File: config.mk
export PLATFORM = sky130hd
export DESIGN_NAME = result_bcd
export DESIGN_NICKNAME = d
export VERILOG_FILES = /design/src/rtl/cpu_pkg.sv /design/src/rtl/bcd_add3.sv /design/src/rtl/result_bcd.sv
export SDC_FILE = /design/constraint.sdc
export NUM_CORES = 1
export LEC_CHECK = 0
export CAP_MARGIN = 20
export CORE_ASPECT_RATIO = 0.8
export CORE_MARGIN = 1.5
export CORE_UTILIZATION = 54
export DETAILED_ROUTE_END_ITERATION = 16
export GPL_TIMING_DRIVEN = 0
export PLACE_DENSITY = 0.85
export SLEW_MARGIN = 5
export SYNTH_ARGS = -nofsm -noshare
export SYNTH_HDL_FRONTEND = slang
export SYNTH_SLANG_ARGS = --single-unit
File: constraint.sdc
create_clock -name clk -period 2 [get_ports clk]
set_input_delay 0.3 -clock clk [delete_from_list [all_inputs] [get_ports clk]]
set_output_delay 0.3 -clock clk [all_outputs]
set_load 0.05 [all_outputs]
File: src/rtl/cpu_pkg.sv
// Constants and encodings shared by the CPU result path, this converter and the LCD driver.
package cpu_pkg;

  localparam int MAG_W           = 15;
  localparam int DIGITS          = 5;
  localparam int RESULT_SIGN_BIT = 15;

  // CPU state encodings seen by the display path
  localparam logic [2:0] CPU_OFF   = 3'b000;
  localparam logic [2:0] CPU_SHOW  = 3'b101;
  localparam logic [2:0] CPU_STORE = 3'b110;

  localparam logic [2:0] OP_LOAD    = 3'b000;
  localparam logic [2:0] OP_STORE   = 3'b001;
  localparam logic [2:0] OP_ADD     = 3'b010;
  localparam logic [2:0] OP_SUB     = 3'b011;
  localparam logic [2:0] OP_AND     = 3'b100;
  localparam logic [2:0] OP_OR      = 3'b101;
  localparam logic [2:0] OP_JMP     = 3'b110;
  localparam logic [2:0] OP_DISPLAY = 3'b111;

  typedef enum logic [1:0] {
    IDLE  = 2'd0,
    SHIFT = 2'd1,
    DONE  = 2'd2
  } bcd_state_e;

endpackage

File: src/rtl/bcd_add3.sv
// Double-dabble correction cell: a BCD nibble of 5 or more gets 3 added before the shift.
module bcd_add3 (
  input  logic [3:0] d_i,
  output logic [3:0] d_o
);

  // 5..9 plus 3 stays within 4 bits, so no carry out is needed
  assign d_o = (d_i >= 4'd5) ? (d_i + 4'd3) : d_i;

endmodule

File: src/rtl/result_bcd.sv
// Sign-magnitude to BCD converter feeding the LCD driver; one double-dabble step per clock.
module result_bcd #(
  parameter int MAG_W  = 15,
  parameter int DIGITS = 5
) (
  input  logic                  clk,
  input  logic                  rst,
  input  logic                  start,
  input  logic [MAG_W:0]        result,
  output logic                  busy,
  output logic                  done,
  output logic                  sign,
  output logic [DIGITS*4-1:0]   bcd,
  output logic [DIGITS-1:0]     blank
);

  import cpu_pkg::*;

  localparam int ITER  = MAG_W;
  localparam int BCD_W = DIGITS * 4;
  localparam int SR_W  = BCD_W + MAG_W;
  localparam int CNT_W = $clog2(ITER + 1);

  localparam logic [DIGITS-1:0] BLANK_RST = {{(DIGITS-1){1'b1}}, 1'b0};

  bcd_state_e       state_q, state_d;
  logic [SR_W-1:0]  sr_q, sr_d;
  logic [CNT_W-1:0] cnt_q, cnt_d;
  logic             pend_sign_q, pend_sign_d;
  logic [BCD_W-1:0] bcd_q, bcd_d;
  logic             sign_q, sign_d;
  logic [DIGITS-1:0] blank_q, blank_d;

  logic [BCD_W-1:0]  bcd_fix;
  logic [SR_W-1:0]   sr_fix;
  logic [DIGITS-1:0] blank_calc;
  logic              seen_nz;

  for (genvar g = 0; g < DIGITS; g++) begin : g_add3
    bcd_add3 u_add3 (
      .d_i (sr_q[MAG_W + 4*g +: 4]),
      .d_o (bcd_fix[4*g +: 4])
    );
  end

  assign sr_fix = {bcd_fix, sr_q[MAG_W-1:0]};

  // Leading digits stay blank until the first nonzero one; units is never blank
  always_comb begin
    seen_nz    = 1'b0;
    blank_calc = '0;
    for (int i = DIGITS - 1; i >= 1; i--) begin
      seen_nz       = seen_nz | (sr_q[MAG_W + 4*i +: 4] != 4'd0);
      blank_calc[i] = ~seen_nz;
    end
  end

  always_comb begin
    state_d     = state_q;
    sr_d        = sr_q;
    cnt_d       = cnt_q;
    pend_sign_d = pend_sign_q;
    bcd_d       = bcd_q;
    sign_d      = sign_q;
    blank_d     = blank_q;
    case (state_q)
      IDLE, DONE: begin
        state_d = IDLE;
        if (start) begin
          sr_d        = {{BCD_W{1'b0}}, result[MAG_W-1:0]};
          // negative zero is shown as +0
          pend_sign_d = result[MAG_W] & (|result[MAG_W-1:0]);
          cnt_d       = CNT_W'(ITER);
          state_d     = SHIFT;
        end
      end
      SHIFT: begin
        if (cnt_q != '0) begin
          sr_d  = sr_fix << 1;
          cnt_d = cnt_q - 1'b1;
        end else begin
          bcd_d   = sr_q[SR_W-1 -: BCD_W];
          sign_d  = pend_sign_q;
          blank_d = blank_calc;
          state_d = DONE;
        end
      end
      default: state_d = IDLE;
    endcase
  end

  always_ff @(posedge clk) begin
    if (rst) begin
      state_q     <= IDLE;
      sr_q        <= '0;
      cnt_q       <= '0;
      pend_sign_q <= 1'b0;
      bcd_q       <= '0;
      sign_q      <= 1'b0;
      blank_q     <= BLANK_RST;
    end else begin
      state_q     <= state_d;
      sr_q        <= sr_d;
      cnt_q       <= cnt_d;
      pend_sign_q <= pend_sign_d;
      bcd_q       <= bcd_d;
      sign_q      <= sign_d;
      blank_q     <= blank_d;
    end
  end

  assign busy  = (state_q == SHIFT);
  assign done  = (state_q == DONE);
  assign sign  = sign_q;
  assign bcd   = bcd_q;
  assign blank = blank_q;

endmodule

# After elaboration in Yosys (flattened, before gate mapping)
# Cells that the tools add are included.
[word_totals]
reg_bits = 67
[op_classes]
n_addsub = 6
n_lt_le_gt_ge = 5
n_eq_ne = 5
mux = 14
bitwise = 9
reduce_logical = 12
[op_table]
columns = ["op", "count"]
rows = [
  ["$mux W35", 2],
  ["$pmux W35 S2", 1],
  ["$mux W4", 6],
  ["$ge A4 B3 Y1 const B", 5],
  ["$reduce_bool A4 Y1", 5],
  ["$add A4 B2 Y4 const B", 4],
  ["$reduce_or A15 Y1", 1],
  ["$pmux W4 S2", 1],
  ["$not A1 Y1", 5],
  ["$ne A2 B2 Y1 const B", 2],
  ["$pmux W2 S2", 1],
  ["$reduce_and A2 Y1", 2],
  ["$sub A4 B1 Y4 const B", 1],
  ["$add A3 B2 Y3 const B", 1],
  ["$mux W3", 1],
  ["$or A1 B1 Y1", 3],
  ["$reduce_and A3 Y1", 1],
  ["$eq A2 B1 Y1 const B", 1],
  ["$eq A2 B2 Y1 const B", 1],
  ["$logic_not A2 Y1", 1],
  ["$mux W2", 1],
  ["$ne A2 B1 Y1 const B", 1],
  ["$reduce_bool A2 Y1", 1],
  ["$reduce_or A2 Y1", 1],
  ["2 further kinds", 2],
]

# Longest topological paths before layout
[logic_depth]
ltp_word = 5
mapped_depth = 8

# Modules after synthesis
# From an unflattened synthesis, not the netlist that was laid out.
[unflattened]
hier_cells = 408
hier_area_um2 = 3273.1
[modules_own_cells]
columns = ["mod", "n_inst", "cells_per_inst", "area_each_um2", "seq_area_each_um2"]
rows = [
  ["result_bcd", 1, 328, 2766.4, 1341.3],
  ["bcd_add3", 5, 16, 101.3, 0.0],
]

# Least setup slack after synthesis
# No wires, ideal clock.
[synth_path]
kind = "reg2reg"
start = "reg state_q[1]"
end = "reg sr_q[12]"
setup_ps = 91
arrival_time_ps = 1675
t_required_ps = 1909
path_slack_ps = 234
path_stages_with_launch = 7
path_buffers = 2
period_less_slack_ps = 1766
cell_sequence = "dfxtp_1 > nand2b_1 > buf_2 > inv_1 > buf_1 > nand2_1 > a311oi_1"
[synth_between]
elab_cells_between_ends = 9
[synth_rtl]
columns = ["element", "line_no", "rtl"]
rows = [
  ["from (decl)", "result_bcd.sv:26", "bcd_state_e state_q, state_d;"],
  ["from (signal assigned)", "result_bcd.sv:102", "state_q <= state_d;"],
  ["$eq A2 B1 Y1 *", "-", ""],
  ["via busy", "result_bcd.sv:10", "output logic busy,"],
  ["$ne A2 B1 Y1 (no source line) or $reduce_bool A2 Y1 (tied branches)", "-", ""],
  ["$reduce_and A3 Y1 (no source line)", "-", ""],
  ["to (signal assigned)", "result_bcd.sv:103", "sr_q <= sr_d;"],
  ["to (decl)", "result_bcd.sv:27", "logic [SR_W-1:0] sr_q, sr_d;"],
]
# Mark *: on every way through the listed nets, which the timed path passes. The rest lies on a longest branch.
# A chain may end at the register's enable or synchronous reset.

# Final worst setup path
[layout_path]
start = "reg cnt_q[0]"
end = "reg sr_q[18]"
[layout_between]
elab_chain_cells = 3
[layout_rtl]
columns = ["element", "line_no", "rtl"]
rows = [
  ["from (decl)", "result_bcd.sv:28", "logic [CNT_W-1:0] cnt_q, cnt_d;"],
  ["from (signal assigned)", "result_bcd.sv:104", "cnt_q <= cnt_d;"],
  ["$reduce_bool A4 Y1", "result_bcd.sv:78", "if (cnt_q != '0) begin"],
  ["$ne A2 B1 Y1 (no source line)", "-", ""],
  ["$reduce_and A3 Y1 (no source line)", "-", ""],
]
# Every way passes these cells.

==> metrics <==
status finished, violations left; failing checks negative setup slack; GPL Wtd Cong about 0.89; DR WL/cell roughly 16 um; CTS buffer count 9; Hold Buf Count CTS 0; Post-synth ARST share 0%; # diodes 0; clk sinks 67; vias in the first global route 2814; Detailed Place HPWL between 5 and 6 mm; Fin Clk Skew about 0.0063 ns; CP top delay family simple AND/OR/NAND/NOR gates; f_max just under 0.5 GHz; dominant cell type by area after synthesis dfxtp_1; I/O Buffers 45; Hold Vio Cnt, Final 0; num ports 47; final worst slack -0.01222 ns; area share of the largest cell type after synthesis between 40% and 50%; Seq/Total Area, Yosys a little over two fifths; all-layer global routing usage 27.66%; most frequent cells in the layout nand2_1 (77), dfxtp_1 (67), clkdlybuf4s50_1 (43), a21oi_1 (38), nor2_1 (24); placed insts 512; hold_ws approximately 0.45 ns; Longest Clk Path Bufs 2; Main synth FF type dfxtp_1; total chip power approximately 3.4 mW; flop-to-flop setup slack -0.01 ns; Area Growth Syn to Fin 26.43%; Initial Util 57.00%; drt pass-1 iters 5; CP arrival roughly 2.3 ns; worst hold path class flop to flop; Detail Route Antenna Nets 0; vias per cell between 5 and 6; Crit. End Element flop; DP Area around 0.0037 mm2; Slowest cell on crit path dfxtp_1; Slew @ Worst Pin ~0.61 ns; final WL ~8.4 mm; Core Rows 24; Largest stage delay, worst path just under 0.4 ns; final cell count without fillers 528; root buf cell clkbuf_8; via count 3084; synth warn 0; # nets final between 400 and 500; first-pass GRT wire length ~13 mm; Worst Path Required 2.28 ns; Cells after Synth slightly below 400; die area roughly 0.0063 mm2; die height slightly above 70 um; syn_area_per_cell between 8 and 9 um2; DR iter-0 viols 320; Syn Nets between 400 and 500; CP cell instances inv_1 -> ha_1 -> nor3b_4 -> nor2_2 -> buf_2 -> nand3_1 -> a31oi_1; design area about 0.0040 mm2; worst vdd ir approximately 0.56 mV; CORE AREA between 0.005 and 0.006 mm2; Synth cell types 42; Synth area leaders dfxtp_1 (42%), nand2_1 (9.1%), a21oi_1 (6.2%); Slew headroom about three fifths; Die W ~90 um; Setup Fix Bufs, Post-CTS 0; max cap viols 0; Reg clk slew, reported paths about 0.07 ns; P_leak 1.467 nW; Worst Path Max Fanout 10; Skew-Pair Late Insertion Delay 0.35 ns; largest net degree at the start of global routing 13; grt ovf 0; Multi-input gate area 0.001670 mm2; RSZ-0062 raised after global routing true; Power Dens Cells 846.9 mW/mm2; #FFs+latches synth 67; Critical path buffers and inverters 2; CTS tree built; fillers roughly 450; final max-slew violation count 0; layout cell share with drive strength beyond 1 under 10%; antenna violations before repair 0; mapped cell area around 0.0032 mm2; Final period util 100.6%; # setup viols final 1; Worst Setup Path Type flop to flop; Fin Setup TNS -0.01222 ns; # DRC 0; most common cell after layout, fill and taps aside nand2_1; Final min period between 2 and 2.5 ns; Setup crit start kind flop; # H-tree levels 3; Register Area roughly 0.0013 mm2; EDFF count, synth 0
-- registers in the layout, indices dropped and copies added, names as in the netlist --
register	flops
bcd	20
sign	1
sr_q	35
blank	4
pend_sign_q	1
state_q	2
cnt_q	4
-- worst paths after layout --
path,startpoint,end,cells after the start
max,cnt_q[0],sr_q[18],7
min,bcd[7],bcd[7],2
max reg2reg,cnt_q[0],sr_q[18],7
min reg2reg,bcd[7],bcd[7],2
-- power by group --
group | leakage, nW | internal, mW | total, mW | switching [mW]
Sequential | 0.545 | 1.39 | 1.43 | 0.0386
Clock | 0.125 | 0.951 | 1.49 | 0.536
Combinational | 0.796 | 0.164 | 0.475 | 0.311
-- kinds of logic (layout without fill, tap and decap cells) --
| logic type | after synthesis | count (layout) | synth area share [%] |
|---|---|---|---|
| muxes | 10 | 10 | 3.358 |
| adders and majority gates | 15 | 15 | 5.927 |
| and+or+nand+nor | 168 | 168 | 25.96 |
| AOI/OAI and AO/OA | 87 | 87 | 16.95 |
| DFF | 67 | 67 | 42.35 |
| buffers and inverters | 41 | 102 | 5.334 |
| other | 1 | 1 | 0.1184 |
-- tightest hold or removal path: stages, from the launching register on --
cell and delay (ns):
dfxtp_1 0.31, nand2_1 0.05, a21oi_1 0.05
-- per-stage QoR --
stage          setup slack [ns]  utilization [%]
2_1_floorplan            0.2340                -
3_3_place_gp            -0.3558            66.87
3_5_place_dp            -0.3909            66.87
4_1_cts                0.009600            71.76
5_1_grt                 -0.1042            72.07
6_report               -0.01222            72.07
-- layer usage --
| metal | up-vias | share of wire (%) | GRT usage [%] |
|---|---|---|---|
| li1 | 1477 | - | - |
| met1 | 1434 | 43 | 37.24 |
| met2 | 152 | 47 | 43.35 |
| met3 | 21 | 8.3 | 7.258 |
| met4 | 0 | 2.0 | 9.028 |
| met5 | - | 0 | 0 |
-- layout make-up --
| class | instances | area share, % |
|---|---|---|
| plain buffers | 27 | 3.187 |
| clock buffers | 9 | 3.094 |
| clock inverters | 7 | 3.500 |
| inverters | 14 | 1.313 |
| multi-input cells | 281 | 41.72 |
| flip-flops and latches | 67 | 33.50 |
| well taps | 78 | 2.437 |
| repair buffers | 45 | 11.25 |
-- synth_stat cells, types with 9 or more instances --
cell / number
a21oi_1: 39
a311oi_1: 11
buf_2: 9
clkbuf_1: 15
dfxtp_1: 67
ha_1: 15
inv_1: 14
nand2_1: 77
nand3_1: 16
nor2_1: 24
nor4_1: 12
o21ai_0: 13
-- repair_timing --
item                       CTS  global route
setup endpoints to repair   20            30
gates resized for setup      9            11
hold endpoints to repair     0             0
pin swaps                    0             0
No activity file was read; power rests on OpenSTA's default activity.
